File: src/rtl/frame_rd_ctrl.sv
// -----------------------------------------------------------------------------
// frame_rd_ctrl
//
// Read side of the frame buffer. Frames completed by the write controller are
// counted in avail_cnt. Each selected frame slot is read from memory line by
// line with AXI4 INCR bursts (one outstanding) and forwarded unchanged as a
// 64-bit AXI4-Stream video stream: tuser marks the first word of a frame and
// tlast the last word of every line. When a new slot is taken, the previously
// displayed slot is released to the writer with rd_done_stb_o.
//
// Optional build macro: FRAME_RD_CTRL_REPEAT_EN
//   defined   - with no new frame available, the current slot is read again so
//               the output stays continuous
//   undefined - the block waits in FRAME_SEL until a new frame is available
//
// Ports
//   clk_i            clock, all logic on its rising edge
//   rst_i            asynchronous active-high reset
//   wr_done_stb_i    pulse: the writer filled the next slot
//   rd_done_stb_o    pulse: the previously displayed slot is released
//   mem_aw/w/b_*     unused write channels, tied off
//   mem_ar*_o/_i     AXI4 read address channel
//   mem_r*_i/_o      AXI4 read data channel (rresp/rid not consumed)
//   video_*_o/_i     AXI4-Stream video output, 64-bit data
// -----------------------------------------------------------------------------
module frame_rd_ctrl #(
    parameter logic [63:0] START_ADDR    = 64'd0,
    parameter int unsigned FRAMES_AMOUNT = 3,
    parameter int unsigned FRAME_RES_Y   = 1080,
    parameter int unsigned FRAME_RES_X   = 1920,
    parameter int unsigned ADDR_WIDTH    = 32,
    parameter int unsigned BURST_LEN     = 16
) (
    input  logic                  clk_i,
    input  logic                  rst_i,
    input  logic                  wr_done_stb_i,
    output logic                  rd_done_stb_o,

    output logic                  mem_awvalid_o,
    output logic                  mem_wvalid_o,
    output logic                  mem_bready_o,

    output logic [3:0]            mem_arid_o,
    output logic [ADDR_WIDTH-1:0] mem_araddr_o,
    output logic [7:0]            mem_arlen_o,
    output logic [2:0]            mem_arsize_o,
    output logic [1:0]            mem_arburst_o,
    output logic                  mem_arvalid_o,
    input  logic                  mem_arready_i,

    input  logic [63:0]           mem_rdata_i,
    input  logic                  mem_rlast_i,
    input  logic                  mem_rvalid_i,
    output logic                  mem_rready_o,

    output logic [63:0]           video_tdata_o,
    output logic [7:0]            video_tkeep_o,
    output logic [7:0]            video_tstrb_o,
    output logic                  video_tuser_o,
    output logic                  video_tlast_o,
    output logic [3:0]            video_tid_o,
    output logic [3:0]            video_tdest_o,
    output logic                  video_tvalid_o,
    input  logic                  video_tready_i
);

    localparam int unsigned     WPL = (FRAME_RES_X + 3) / 4;
    localparam longint unsigned BPL = longint'(WPL) * 8;
    localparam longint unsigned BPF = BPL * longint'(FRAME_RES_Y);

    localparam int unsigned WC_W   = $clog2(WPL) + 1;
    localparam int unsigned LC_W   = $clog2(FRAME_RES_Y) + 1;
    localparam int unsigned AC_W   = $clog2(FRAMES_AMOUNT) + 1;
    localparam int unsigned SLOT_W = (FRAMES_AMOUNT > 1) ? $clog2(FRAMES_AMOUNT) : 1;

    localparam logic [ADDR_WIDTH-1:0] START_A    = ADDR_WIDTH'(START_ADDR);
    localparam logic [ADDR_WIDTH-1:0] BPF_A      = ADDR_WIDTH'(BPF);
    localparam logic [ADDR_WIDTH-1:0] WORD_BYTES = ADDR_WIDTH'(8);
    localparam logic [WC_W-1:0]       WPL_C      = WC_W'(WPL);
    localparam logic [WC_W-1:0]       LAST_WORD  = WC_W'(WPL - 1);
    localparam logic [LC_W-1:0]       LINES_C    = LC_W'(FRAME_RES_Y);
    localparam logic [AC_W-1:0]       AVAIL_MAX  = AC_W'(FRAMES_AMOUNT);
    localparam logic [SLOT_W-1:0]     SLOT_LAST  = SLOT_W'(FRAMES_AMOUNT - 1);

    // Partial last word: two keep bits per valid pixel.
    localparam int unsigned XREM      = FRAME_RES_X % 4;
    localparam logic [7:0]  LAST_KEEP = (XREM == 0) ? 8'hFF : 8'((1 << (XREM * 2)) - 1);

    typedef enum logic [1:0] {
        S_IDLE,
        S_FRAME_SEL,
        S_AR,
        S_R
    } state_t;

    state_t                  state_q, state_d;
    logic [AC_W-1:0]         avail_q, avail_d;
    logic                    first_q, first_d;
    logic [SLOT_W-1:0]       slot_q, slot_d;
    logic [ADDR_WIDTH-1:0]   base_q, base_d;
    logic [ADDR_WIDTH-1:0]   addr_q, addr_d;
    logic [WC_W-1:0]         word_q, word_d;
    logic [LC_W-1:0]         line_q, line_d;
    logic                    sof_q, sof_d;

    logic                    in_r;
    logic                    r_hs;
    logic                    take;
    logic                    strobe;
    logic [31:0]             remain;
    logic [31:0]             burst;

    always_comb begin
        state_d = state_q;
        avail_d = avail_q;
        first_d = first_q;
        slot_d  = slot_q;
        base_d  = base_q;
        addr_d  = addr_q;
        word_d  = word_q;
        line_d  = line_q;
        sof_d   = sof_q;
        take    = 1'b0;
        strobe  = 1'b0;
        in_r    = (state_q == S_R);
        r_hs    = in_r && mem_rvalid_i && video_tready_i;

        case (state_q)
            S_IDLE: begin
                state_d = S_FRAME_SEL;
            end
            S_FRAME_SEL: begin
                if (avail_q != '0) begin
                    take = 1'b1;
                    if (first_q) begin
                        // Very first frame after reset: nothing was displayed yet,
                        // so there is no slot to release.
                        first_d = 1'b0;
                        slot_d  = '0;
                        base_d  = START_A;
                    end else begin
                        strobe = 1'b1;
                        if (slot_q == SLOT_LAST) begin
                            slot_d = '0;
                            base_d = START_A;
                        end else begin
                            slot_d = slot_q + 1'b1;
                            base_d = base_q + BPF_A;
                        end
                    end
                    addr_d  = base_d;
                    line_d  = '0;
                    word_d  = '0;
                    sof_d   = 1'b1;
                    state_d = S_AR;
                end
`ifdef FRAME_RD_CTRL_REPEAT_EN
                else if (!first_q) begin
                    // Writer is behind: show the current slot again.
                    addr_d  = base_q;
                    line_d  = '0;
                    word_d  = '0;
                    sof_d   = 1'b1;
                    state_d = S_AR;
                end
`endif
            end
            S_AR: begin
                if (mem_arready_i) begin
                    state_d = S_R;
                end
            end
            S_R: begin
                if (r_hs) begin
                    // Lines are contiguous, so a running byte address equals
                    // slot base + line*BPL + word*8.
                    addr_d = addr_q + WORD_BYTES;
                    word_d = word_q + 1'b1;
                    sof_d  = 1'b0;
                    if (mem_rlast_i) begin
                        if (word_d == WPL_C) begin
                            word_d  = '0;
                            line_d  = line_q + 1'b1;
                            state_d = (line_d == LINES_C) ? S_FRAME_SEL : S_AR;
                        end else begin
                            state_d = S_AR;
                        end
                    end
                end
            end
            default: begin
                state_d = S_IDLE;
            end
        endcase

        // Increment and take in the same cycle cancel out.
        if (wr_done_stb_i && !take) begin
            if (avail_q != AVAIL_MAX) begin
                avail_d = avail_q + 1'b1;
            end
        end else if (take && !wr_done_stb_i) begin
            avail_d = avail_q - 1'b1;
        end
    end

    always_ff @(posedge clk_i or posedge rst_i) begin
        if (rst_i) begin
            state_q <= S_IDLE;
            avail_q <= '0;
            first_q <= 1'b1;
            slot_q  <= '0;
            base_q  <= START_A;
            addr_q  <= START_A;
            word_q  <= '0;
            line_q  <= '0;
            sof_q   <= 1'b0;
        end else begin
            state_q <= state_d;
            avail_q <= avail_d;
            first_q <= first_d;
            slot_q  <= slot_d;
            base_q  <= base_d;
            addr_q  <= addr_d;
            word_q  <= word_d;
            line_q  <= line_d;
            sof_q   <= sof_d;
        end
    end

    // Burst length: whatever is left of the line, capped at BURST_LEN.
    always_comb begin
        remain = WPL - 32'(word_q);
        burst  = (remain < BURST_LEN) ? remain : BURST_LEN;
    end

    assign rd_done_stb_o = strobe;

    assign mem_awvalid_o = 1'b0;
    assign mem_wvalid_o  = 1'b0;
    assign mem_bready_o  = 1'b1;

    assign mem_arvalid_o = (state_q == S_AR);
    assign mem_araddr_o  = addr_q;
    assign mem_arlen_o   = 8'(burst - 32'd1);
    assign mem_arsize_o  = 3'd3;
    assign mem_arburst_o = 2'b01;
    assign mem_arid_o    = 4'd0;

    // R data passes straight through; rready mirrors tready so a stalled
    // consumer holds the memory beat in place.
    assign mem_rready_o   = in_r && video_tready_i;
    assign video_tvalid_o = in_r && mem_rvalid_i;
    assign video_tdata_o  = in_r ? mem_rdata_i : 64'd0;
    assign video_tuser_o  = in_r && sof_q;
    assign video_tlast_o  = in_r && (word_q == LAST_WORD);
    assign video_tkeep_o  = in_r ? ((word_q == LAST_WORD) ? LAST_KEEP : 8'hFF) : 8'h00;
    assign video_tstrb_o  = video_tkeep_o;
    assign video_tid_o    = 4'd0;
    assign video_tdest_o  = 4'd0;

endmodule

File: config.mk
export PLATFORM = sky130hd
export DESIGN_NAME = frame_rd_ctrl
export DESIGN_NICKNAME = d
export VERILOG_FILES = /design/src/rtl/frame_rd_ctrl.sv
export SDC_FILE = /design/constraint.sdc
export NUM_CORES = 1
export LEC_CHECK = 0
export CORE_MARGIN = 2
export CORE_UTILIZATION = 48
export CTS_BUF_LIST = sky130_fd_sc_hd__clkbuf_4
export CTS_CLUSTER_DIAMETER = 30
export CTS_CLUSTER_SIZE = 25
export DETAILED_ROUTE_END_ITERATION = 10
export PLACE_DENSITY = 0.85
export SYNTH_ARGS = -nofsm -noshare
export SYNTH_HDL_FRONTEND = slang
export SYNTH_SLANG_ARGS = --single-unit
File: constraint.sdc
create_clock -name clk_i -period 3.67 [get_ports clk_i]
set_input_delay 0.5505 -clock clk_i [delete_from_list [all_inputs] [get_ports clk_i]]
set_output_delay 0.5505 -clock clk_i [all_outputs]
set_load 0.02 [all_outputs]
## After elaboration in Yosys (flattened, before gate mapping)

Cells that the tools add are included.

- Bits in registers: 95
- Bits of input ports: 71
- Output and inout bits: 146
- Logic and storage cells: 89

- Add/sub/neg operators: 9
- $lt $le $gt $ge: 1
- Equality and inequality tests: 14
- Multiplexer cells: 38
- Reductions and logical operators: 18

Operators by type and width:

| operator | number |
|---|---|
| $mux 32 | 4 |
| $mux 64 | 1 |
| $pmux 32 s2 | 1 |
| $mux 12 | 4 |
| $mux 10 | 4 |
| $add 32x22->32 const B | 1 |
| $add 32x4->32 const B | 1 |
| $lt 32x5->1 const B | 1 |
| $pmux 12 s2 | 1 |
| $eq 10x9->1 const B | 2 |
| $pmux 10 s2 | 1 |
| $mux 2 | 8 |
| $mux 8 | 2 |
| $add 12x1->12 const B | 1 |
| $eq 12x11->1 const B | 1 |
| $sub 9x10->11 const A | 1 |
| $add 10x1->10 const B | 1 |
| $mux 3 | 3 |
| $ne 2x1->1 const B | 4 |
| $pmux 2 s4 | 1 |
| $sub 8x1->8 const B | 1 |
| $logic_and 1x1->1 | 7 |
| $mux 1 | 7 |
| $eq 2x2->1 const B | 3 |
| 15 further kinds | 19 |

## Logic depth before layout (Yosys ltp)

- Depth after elaboration: 7
- Mapped depth: 11
- Depth with buffers taken out: 11

## Worst setup path after synthesis

Ideal clock, no wire load.

- Kind: register to output
- Start point: register word_q[0]
- End point: output port mem_arlen_o[4]
- Arrival time: 2.583 ns
- Path slack: 0.536 ns
- Cell stages (with the launch flop): 12
- Path through: dfrtp_1 > inv_1 > ha_1 > nor3b_1 > and4b_1 > nor3_1 > nor2_1 > nand2_1 > ha_1 > nand2_1 > nor3_1 > o21bai_1

- Cells in the longest elaborated chain, start to end: 4

Ends and longest elaborated chain:

| item | RTL line | RTL |
|---|---|---|
| from (decl) | 102 | `logic [WC_W-1:0] word_q, word_d;` |
| from (signal assigned) | 224 | `word_q <= word_d;` |
| $sub 9x10->11 (*) | 232 | `remain = WPL - 32'(word_q);` |
| $lt 32x5->1 | 233 | `burst = (remain < BURST_LEN) ? remain : BURST_LEN;` |
| $mux 8 (*) | 233 |  |
| $sub 8x1->8 (*) | 244 | `assign mem_arlen_o = 8'(burst - 32'd1);` |
| to (decl) | 45 | `output logic [7:0] mem_arlen_o,` |

Mark *: on every way between the ends. The rest lies on a longest branch, timed or not.

## Worst setup path in the final report

- Start point: register word_q[1]
- End point: output port mem_arlen_o[4]

The elaborated chain is that of the path after synthesis.

==> results.toml <==
[outcome]
outcome = "complete, no violations"

[yosys]
avgSynthCellArea_um2 = 8.16
synth_top_family_by_area = "simple AND/OR/NAND/NOR gates"
yosysUniqueCellTypes = 75
yosys-mux-area-fraction_pct = 0.636
synth-xor-area-share_pct = 2.02
yosys.area_share.simple_pct = 27.8
synth.top_cell.area_share_pct = 36.2
synth_compound_area_share_pct = 22.1
synth.largest_area_cell = "dfrtp_1"
synth_edf_count = 0
ys_seq_area_share_pct = 36.6
synth_area_mm2 = 0.00649
synth_area_leaders = "dfrtp_1, and3_1, nand2_1"
async_reset_ff_share_pct = 100
postSynthCellCount = 796
ys_warn_count = 0
yosys_most_used_dff = "dfrtp_1"
synth_seq_cells = 95
yosys.area_share.adder_pct = 1.66

[global_routing]
grt_antenna_before_repair = 0
grt_util_all_layers_pct = 26.6
grt-ovfl-total = 0
grt_max_degree = 58
grt_pass1_wl_mm = 31.6
grt_pass1_vias = 6132

[power]
swShare_pct = 38.1
powerDensity_mw_per_mm2 = 356
leakage_uw = 0.00358
pwr-share-seq_pct = 44.2
irDropWorstVdd_mv = 0.131
p_int_uw = 1900
clockPowerShare_pct = 19.2
netSwitchingPower_uw = 1170
power_uw = 3070
combPwrFrac_pct = 36.6

[timing]
clock_skew_ns = 0.0201
fmax_mhz = 282
timing.final.ws_setup_ns = 0.128
period_minus_slack_ns = 3.54
report.final.slew_viol_count = 0
period_share_pct = 96.5
setup-violations-final = 0
timing.setup.tns_ns = 0
hold_viol = 0
slew_headroom_pct = 45.1
tightest_slew_ns = 0.803

[drt]
viasPerCell = 5.97
drcViolationCount = 0
wire_per_inst_um = 17.5
ant_nets = 0
vias = 6756
drtPass1Iterations = 6
drt-total-wl_mm = 19.8
drt_iter0_drc = 757

[setup_path]
crit_buf_inv = 2
critPathCaptureType = "output pin"
worstSetupStartpointType = "register"
cp_cell_sequence = "inv_1 > ha_1 > nor3b_4 > nor4b_4 > nor3_1 > nor2_1 > nand2_1 > ha_1 > nand2_1 > nor3_1 > o21bai_1 > dlygate4sd2_1"
max_stage_delay_ns = 0.47
critPathSlowestCell = "dfrtp_2"
cp_data_arrival_time_ns = 2.99
cp_top_family = "simple AND/OR/NAND/NOR gates"
cp.required_ns = 3.12
cp_max_fo = 6
crit_type = "register to output pin"

[place]
placed_area_mm2 = 0.00842
portBuffers = 196
pre_cts_slack_ns = 0.202
gp_congestion = 0.878
place_hpwl_mm = 13.9

[finish]
diodes = 0
fillers = 1107
post-route-util_pct = 65.1
postLayoutCellArea_mm2 = 0.00862
fin_nets = 1029
syn_to_final_growth_pct = 32.8
drive_above_1_share_pct = 7.02
layout_commonest_cell = "clkdlybuf4s50_1"
most-common-layout-cells = "clkdlybuf4s50_1, nand2_1, dfrtp_1, and3_1, o21ai_0"

[cts]
cts_tree = "yes"
hold_buffers = 0
clkTransAtPathRegs_ns = 0.16
worstSkewPairLatency_ns = 0.47
clockBufferDepth = 2
numCtsBuffers = 9
htreeDepth = 3
cts_root_buffer = "clkbuf_4"
clock-sinks = 95

[die]
ioPinCount = 217
start_util_pct = 49.0
dieWidth_um = 120
placementRows = 42
coreArea_mm2 = 0.0132
dieArea_mm2 = 0.0145
die_h_um = 120

[min_path]
hp-class = "input port to asynchronous set/reset pin"

[flow_run]
drv_cap = 0
synthesized netlist by cell type (3+ instances only):
library cell  count
nand4_1          14
a41oi_1           3
nor3b_1           3
a311oi_1          4
o311ai_0          9
nor2b_1          12
xnor2_1           5
nor2_1           42
ha_1              7
o41ai_1           3
dfrtp_1          94
buf_2             4
inv_1            22
a21o_1            6
a22o_1            4
nor3_1           20
a31oi_1          11
or2_2             4
nand2_1          93
and3_1           71
buf_4            38
nor4_1            8
a31o_2            3
a211o_1           4
a221oi_1          5
a2111o_1          3
o31ai_1          11
clkbuf_1         49
mux2i_1           3
a211oi_1          9
or3_1            11
xor2_1           10
o2111ai_1         3
and4_1            8
a21oi_1          46
o211ai_1          3
nand3_1          41
o21ai_0          61
area by class of cell:
| type | count | area [um2] | share of cell area [%] |
|---|---|---|---|
| Multi-Input combinational cell | 604 | 3650 | 42.4 |
| Sequential cell | 95 | 2380 | 27.6 |
| Timing Repair Buffer | 217 | 2140 | 24.8 |
| Tap cell | 176 | 220 | 2.55 |
| Inverter | 23 | 88.8 | 1.03 |
| Clock buffer | 10 | 75.1 | 0.871 |
| Clock inverter | 6 | 61.3 | 0.711 |
registers in the layout (all words and copies together) (netlist names):
register      count
first_q           1
state_q           2
avail_q           3
line_q           12
base_q           32
slot_q            2
mem_araddr_o     32
sof_q             1
word_q           10
metrics by stage:
step                cells  hold WS [ns]
floorplan             814         0.439
global placement     1113         0.456
detailed placement   1113         0.464
CTS                  1130         0.479
global route         1131         0.501
finish               1131         0.449
logic make-up after synthesis:
group           count (synthesis)
simple gates                  345
compound gates                212
buf+inv                       115
flops                          95
xor+xnor                       15
fa+ha+maj                       8
mux                             4
other cells                     2
power groups by stage:
stage               sequential [uW]  clock, uW  combinational (uW)
floorplan                      1360          0                 632
global route                   1380        625                1210
CTS                            1340        586                1110
detailed placement             1360          0                1100
global placement               1350          0                1080
finish                         1360        588                1120
repair_timing:
item                       in CTS  in global routing
setup buffers                   1                  1
setup endpoints to repair       6                  4
gates resized for setup         5                  8
pin swaps                       1                  1
worst register-to-register path, stage by stage, from the launching register on:
cell and delay (ns):
dfrtp_2 0.74, nand2_1 0.29, clkinv_1 0.12, buf_4 0.25, nand3_1 0.11, buf_4 0.19, nor3_1 0.65, nand4_1 0.20
o211a_1 0.17
worst paths after layout:
path | from | to | slack, ns | cells past startpoint
worst min register to register | mem_araddr_o[0] | mem_araddr_o[0] | 0.49 | 2
worst max-delay path | word_q[1] | mem_arlen_o[4] | 0.13 | 12
worst min-delay path | rst_i | line_q[9] | 0.45 | 2
min in group clk_i | mem_araddr_o[0] | mem_araddr_o[0] | 0.49 | 2
worst max register to register | state_q[1] | mem_araddr_o[28] | 0.86 | 8
max in group asynchronous | rst_i | base_q[1] | 2.52 | 3
routing by layer:
layer / vias up / routed length [um] / share of wire, % / global-route usage [%]
met4: 0 / 328 / 1.7 / 6.98
li1: 3196 / - / - / -
met2: 279 / 9410 / 48 / 42.4
met1: 3251 / 8610 / 44 / 38.0
met5: - / 0 / 0 / 0
met3: 30 / 1410 / 7.1 / 4.25
(Power assumes the default switching activity.)
==> patch 1, RTL diff (config.mk and constraints unchanged) <==
The parameter `ADDR_WIDTH` goes from 32 to 16.
--- a/src/rtl/frame_rd_ctrl.sv
+++ b/src/rtl/frame_rd_ctrl.sv
@@ -29,5 +29,5 @@
     parameter int unsigned FRAME_RES_Y   = 1080,
     parameter int unsigned FRAME_RES_X   = 1920,
-    parameter int unsigned ADDR_WIDTH    = 32,
+    parameter int unsigned ADDR_WIDTH    = 16,
     parameter int unsigned BURST_LEN     = 16
 ) (
Interface: changed (resized mem_araddr_o); port bits go from 217 to 201. The function was not compared with the original's and may differ.
==> patch 1 against the unedited design <==
Wire length fell by 29%. Total power down 21%. Setup slack gained 0.038 ns. Worst hold slack improved by 0.031 ns. Sequential cell count decreased by 32. Via count down 31%. Area after synthesis decreased by 31%. Design area shrank 27%.
==> patch 1: results (changes against the unedited design) <==
## Outcome
* **status** finished clean

## Routing
* **drt first-iter violations** 311, -59%
* **average wire per cell in the routed design** 17.5 µm, +0.14%
* **vias per inst** 5.77, -3.4%
* **Initial DRT Pass Iterations** 5, -1

## Global routing
* **met3 track utilization from global routing** 5.13%, +0.89 points
* **grt met2 use** 44.2%, +1.8 points
* **grt met1 use** 36.0%, -2.0 points
* **wire length of the first global-routing pass** 22,100 µm, -30%
* **pin count of the biggest net entering global routing** 71, +22%
* **vias in the first global route** 4,326, -29%

## Clock network
* **clock latency of the later-clocked register in the worst-skew pair** 0.42 ns, -0.05 ns
* **Post-CTS Setup Repair Bufs** 0, -1
* **CTS clock-pin slew for the worst setup and hold paths** 0.12 ns, -0.04 ns

## Placement
* **post-placement worst setup slack** 0.218 ns, +0.0165 ns
* **Area after DPL** 6090 µm², -28%
* **count of buffers from port buffering** 180, -8.2%
* **Routability Congestion** 0.935, +6.5%

## Setup path
* **peak fanout along the critical path** 7, +1
* **Register-to-Register Setup Slack** 0.90 ns, +0.04 ns
* **arrival time at the worst endpoint** 2.95 ns, -0.04 ns

## Yosys
* **post-synth cell types** 66, -12%
* **cells taking the most area after synthesis** dfrtp_1 (35%), and3_1 (10%), buf_4 (6.0%)
* **leading post-synthesis cells by instance count** and3_1 (74), dfrtp_1 (62), nand2_1 (47), o21ai_0 (47), buf_4 (36)
* **share of the yosys chip area belonging to registers** 35.1%, -1.5 points

## Timing
* **transition time at the pin with the least slew margin** 0.881 ns, +0.0777 ns
* **clock skew** 0.0131 ns, -0.00702 ns

## Cells and area
* **fraction of final layout cells sized beyond drive strength 1** 7.06%, +0.045 points
* **Sequential Area** 1580 µm², -34%
* **number of fill cells** 741, -33%
* **layout net count** 768, -25%

## Pwr
* **total leakage power** 2.76 nW, -23%
* **maximum ir drop on the vdd rail** 0.000324 V, +150%

## Hold path
* **type of the tightest min-delay check** flop to flop

patch 1: logic make-up after synthesis:
| group | after synthesis | share of synthesized area (%) |
|---|---|---|
| compound gates | 131 | 18.0 |
| other cells | 2 | 0.167 |
| mux | 5 | 1.20 |
| buf+inv | 93 | 12.4 |
| xor+xnor | 14 | 2.73 |
| simple gates | 229 | 28.0 |
| flops | 63 | 35.1 |
| fa+ha+maj | 8 | 2.40 |
patch 1: stage by stage:
step	power [W]	hold WS, ns	TNS [ns]	cells
after global routing	0.00256	0.527	-0.00131	805
final	0.00243	0.480	0	805
after CTS	0.00241	0.483	0	805
after global placement	0.00183	0.456	0	789
after floorplan	0.00148	0.439	0	563
after detailed placement	0.00185	0.456	0	789
patch 1: final timing paths:
kind	startpoint	to	cells after the start
worst max-delay path	word_q[1]	mem_arlen_o[4]	11
max in group asynchronous	rst_i	base_q[5]	3
min in group asynchronous	rst_i	sof_q	2
worst min-delay path	mem_araddr_o[2]	mem_araddr_o[2]	2
worst max register to register	word_q[3]	line_q[9]	5
worst min register to register	mem_araddr_o[2]	mem_araddr_o[2]	2
patch 1: per-layer routing:
layer	vias up	part of all wire [%]
met5	-	0
met4	0	2.8
met3	38	7.1
met2	216	48
met1	2204	42
li1	2189	-
patch 1: final cells by class:
| type | instances | area share, % |
|---|---|---|
| multi-input combinational | 407 | 39.0 |
| tap | 111 | 2.22 |
| clock inverter | 6 | 1.34 |
| clock buffer | 10 | 1.20 |
| inverter | 16 | 0.959 |
| timing repair buffer | 192 | 30.1 |
| sequential | 63 | 25.2 |
patch 1: repair_timing:
| action | CTS | global route |
|---|---|---|
| hold buffers | 0 | 0 |
| gates resized for setup | 8 | 4 |
| endpoints found under the setup margin | 6 | 2 |
patch 1: power groups by stage:
stage          sequential (W)  clock (W)  combinational (W)
2_1_floorplan        0.000895          0           0.000589
3_3_place_gp         0.000890          0           0.000936
3_5_place_dp         0.000894          0           0.000959
4_1_cts              0.000881   0.000559           0.000967
5_1_grt              0.000905   0.000593            0.00106
6_report             0.000887   0.000554           0.000988
patch 1: worst reg2reg max path, stage by stage (launching register included):
cell and delay [ns]:
dfrtp_1 0.63, nand2_1 0.16, or4b_1 0.59, a311oi_2 0.66, nand2_1 0.35, o31ai_1 0.31
==> patch 2, RTL diff (config.mk and constraints unchanged) <==
Made on the original files. Re-encode `state_t` (4 states) as Gray code, 2 bits wide.
--- a/src/rtl/frame_rd_ctrl.sv
+++ b/src/rtl/frame_rd_ctrl.sv
@@ -88,8 +88,8 @@
 
     typedef enum logic [1:0] {
-        S_IDLE,
-        S_FRAME_SEL,
-        S_AR,
-        S_R
+        S_IDLE      = 2'b00,
+        S_FRAME_SEL = 2'b01,
+        S_AR        = 2'b11,
+        S_R         = 2'b10
     } state_t;
 
Function: no difference found for any inputs over 4 cycles, from zero or initial values and one cycle with rst_i high; so few cycles prove little.
==> patch 2 against the unedited design <==
Area after synthesis decreased by 2.4%. Via count shrank 6.1%. Wire length up 8.7%. Design area shrank 2.1%. Register-to-register slack better by 0.12 ns. Setup slack better by 0.10 ns. Sequential cell count unchanged.
Power is not compared: it rests on default switching activity, and its combinational part moved more than twofold at a synthesized area within 25%.
==> patch 2: results (changes against the unedited design) <==
## Routing
* **vias** 6,341, -6.1%
* **Initial DRT Pass Iterations** 5, -1
* **drt first-iter violations** 613, -19%
* **Detailed Route WL** 21,500 µm, +8.7%

## Pwr
* **sequential group power** 0.00140 W
* **total leakage power** 3.54 nW

## Clock network
* **clock latency of the later-clocked register in the worst-skew pair** 0.46 ns
* **Root Buffer Master** clkbuf_4
* **number of buffers on the longest clock path** 2, unchanged
* **Post-CTS Setup Repair Bufs** 0, -1
* **CTS H-tree lvls** 3, unchanged
* **CTS clock-pin slew for the worst setup and hold paths** 0.15 ns

## Yosys
* **fraction of registers with async set or reset after synthesis** 100%, unchanged
* **total of warnings raised by yosys** 0, unchanged
* **compound-gate portion of the synthesized area** 18.9%, -3.2 points
* **share of the synthesized netlist area taken by xor and xnor gates** 3.32%, +1.3 points
* **proportion of synthesized area in mux cells** 2.07%, +1.4 points
* **post-synth cell types** 72, -4.0%
* **cells taking the most area after synthesis** dfrtp_1 (37%), and2_1 (7.2%), nand2_1 (5.5%)
* **area share of fa/ha/maj cells after synthesis** 1.70%, +0.041 points
* **share of the yosys chip area belonging to registers** 37.5%, +0.91 points
* **leading post-synthesis cells by instance count** dfrtp_1 (94), nand2_1 (92), and2_1 (73), o21ai_0 (67), nor2_1 (52)

## Cells and area
* **fraction of final layout cells sized beyond drive strength 1** 5.90%, -1.1 points
* **Layout non-clock buf frac** 25.0%, +0.16 points
* **number of multi-input logic gates** 589, -2.5%
* **layout net count** 1,007, -2.1%
* **multi-input gate share of the layout cell area** 41.5%, -0.89 points
* **number of clock buffers in the layout** 9, -1
* **number of fill cells** 1,019, -7.9%
* **n_diodes** 5, +5
* **non-clock buffer count** 214, -1.4%
* **number of non-clock inverters** 19, -17%
* **clock distribution area overhead in the final layout** 1.81%, +0.23 points
* **Sequential Area** 2380 µm², -0.16%

## Timing
* **transition time at the pin with the least slew margin** 1.01 ns, +0.205 ns
* **clock skew** 0.0174 ns, -0.00272 ns

## Setup path
* **start of the worst register-to-register path** avail_q[0]
* **worst-case reg-to-reg path depth** 8, unchanged
* **kind of cell adding the most delay to the critical path** simple AND/OR/NAND/NOR gates
* **CP peak stage delay** 0.41 ns, -0.06 ns
* **Register-to-Register Setup Slack** 0.98 ns, +0.12 ns
* **capture instance of the worst register-to-register path** avail_q[2]
* **Critical Path Slowest Stage Cell** dfrtp_1
* **worst setup path start** word_q[0]
* **peak fanout along the critical path** 3, -3
* **worst setup path class** flop to output port

## Hold path
* **hold-critical path depth** 2
* **type of the tightest min-delay check** flop to flop
* **hold path startpoint** sof_q

## Global routing
* **antenna violations before repair** 7, +7
* **vias in the first global route** 5,780, -5.7%
* **pin count of the biggest net entering global routing** 53, -8.6%
* **wire length of the first global-routing pass** 33,200 µm, +5.2%
* **All-Layer GR Usage** 30.1%, +3.5 points

## Placement
* **Routability Congestion** 0.942, +7.3%
* **final HPWL from detailed placement** 16,100 µm, +15%
* **count of buffers from port buffering** 196, unchanged

## Outcome
* **status** finished clean

[patch 2: cell types whose count changed after synthesis, moves of 7 or more]
| cell | change |
|---|---|
| o31ai_1 | -7 |
| a211oi_1 | -8 |
| clkbuf_1 | -16 |
| and2_1 | +71 |
| nor2_1 | +10 |
| o311ai_0 | -7 |
| and3_1 | -65 |
| nand3_1 | -9 |
[patch 2: per-layer routing]
metal	wire length, µm	vias up	track usage, %
met3	2150	46	11.1
met4	549	4	8.11
met2	10000	301	47.7
met1	8740	3039	39.0
met5	27	-	0
li1	-	2951	-
[patch 2: per-stage QoR]
stage          hold WS (ns)  power, W  setup slack, ns  cells  area [µm²]
6_report              0.493   0.00429            0.232   1109        8440
5_1_grt               0.519   0.00451          -0.0394   1105        8430
4_1_cts               0.497   0.00427           0.0187   1103        8410
3_5_place_dp          0.464   0.00362            0.161   1088        8250
3_3_place_gp          0.451   0.00359            0.283   1088        8250
2_1_floorplan         0.439   0.00271            0.161    781        6400
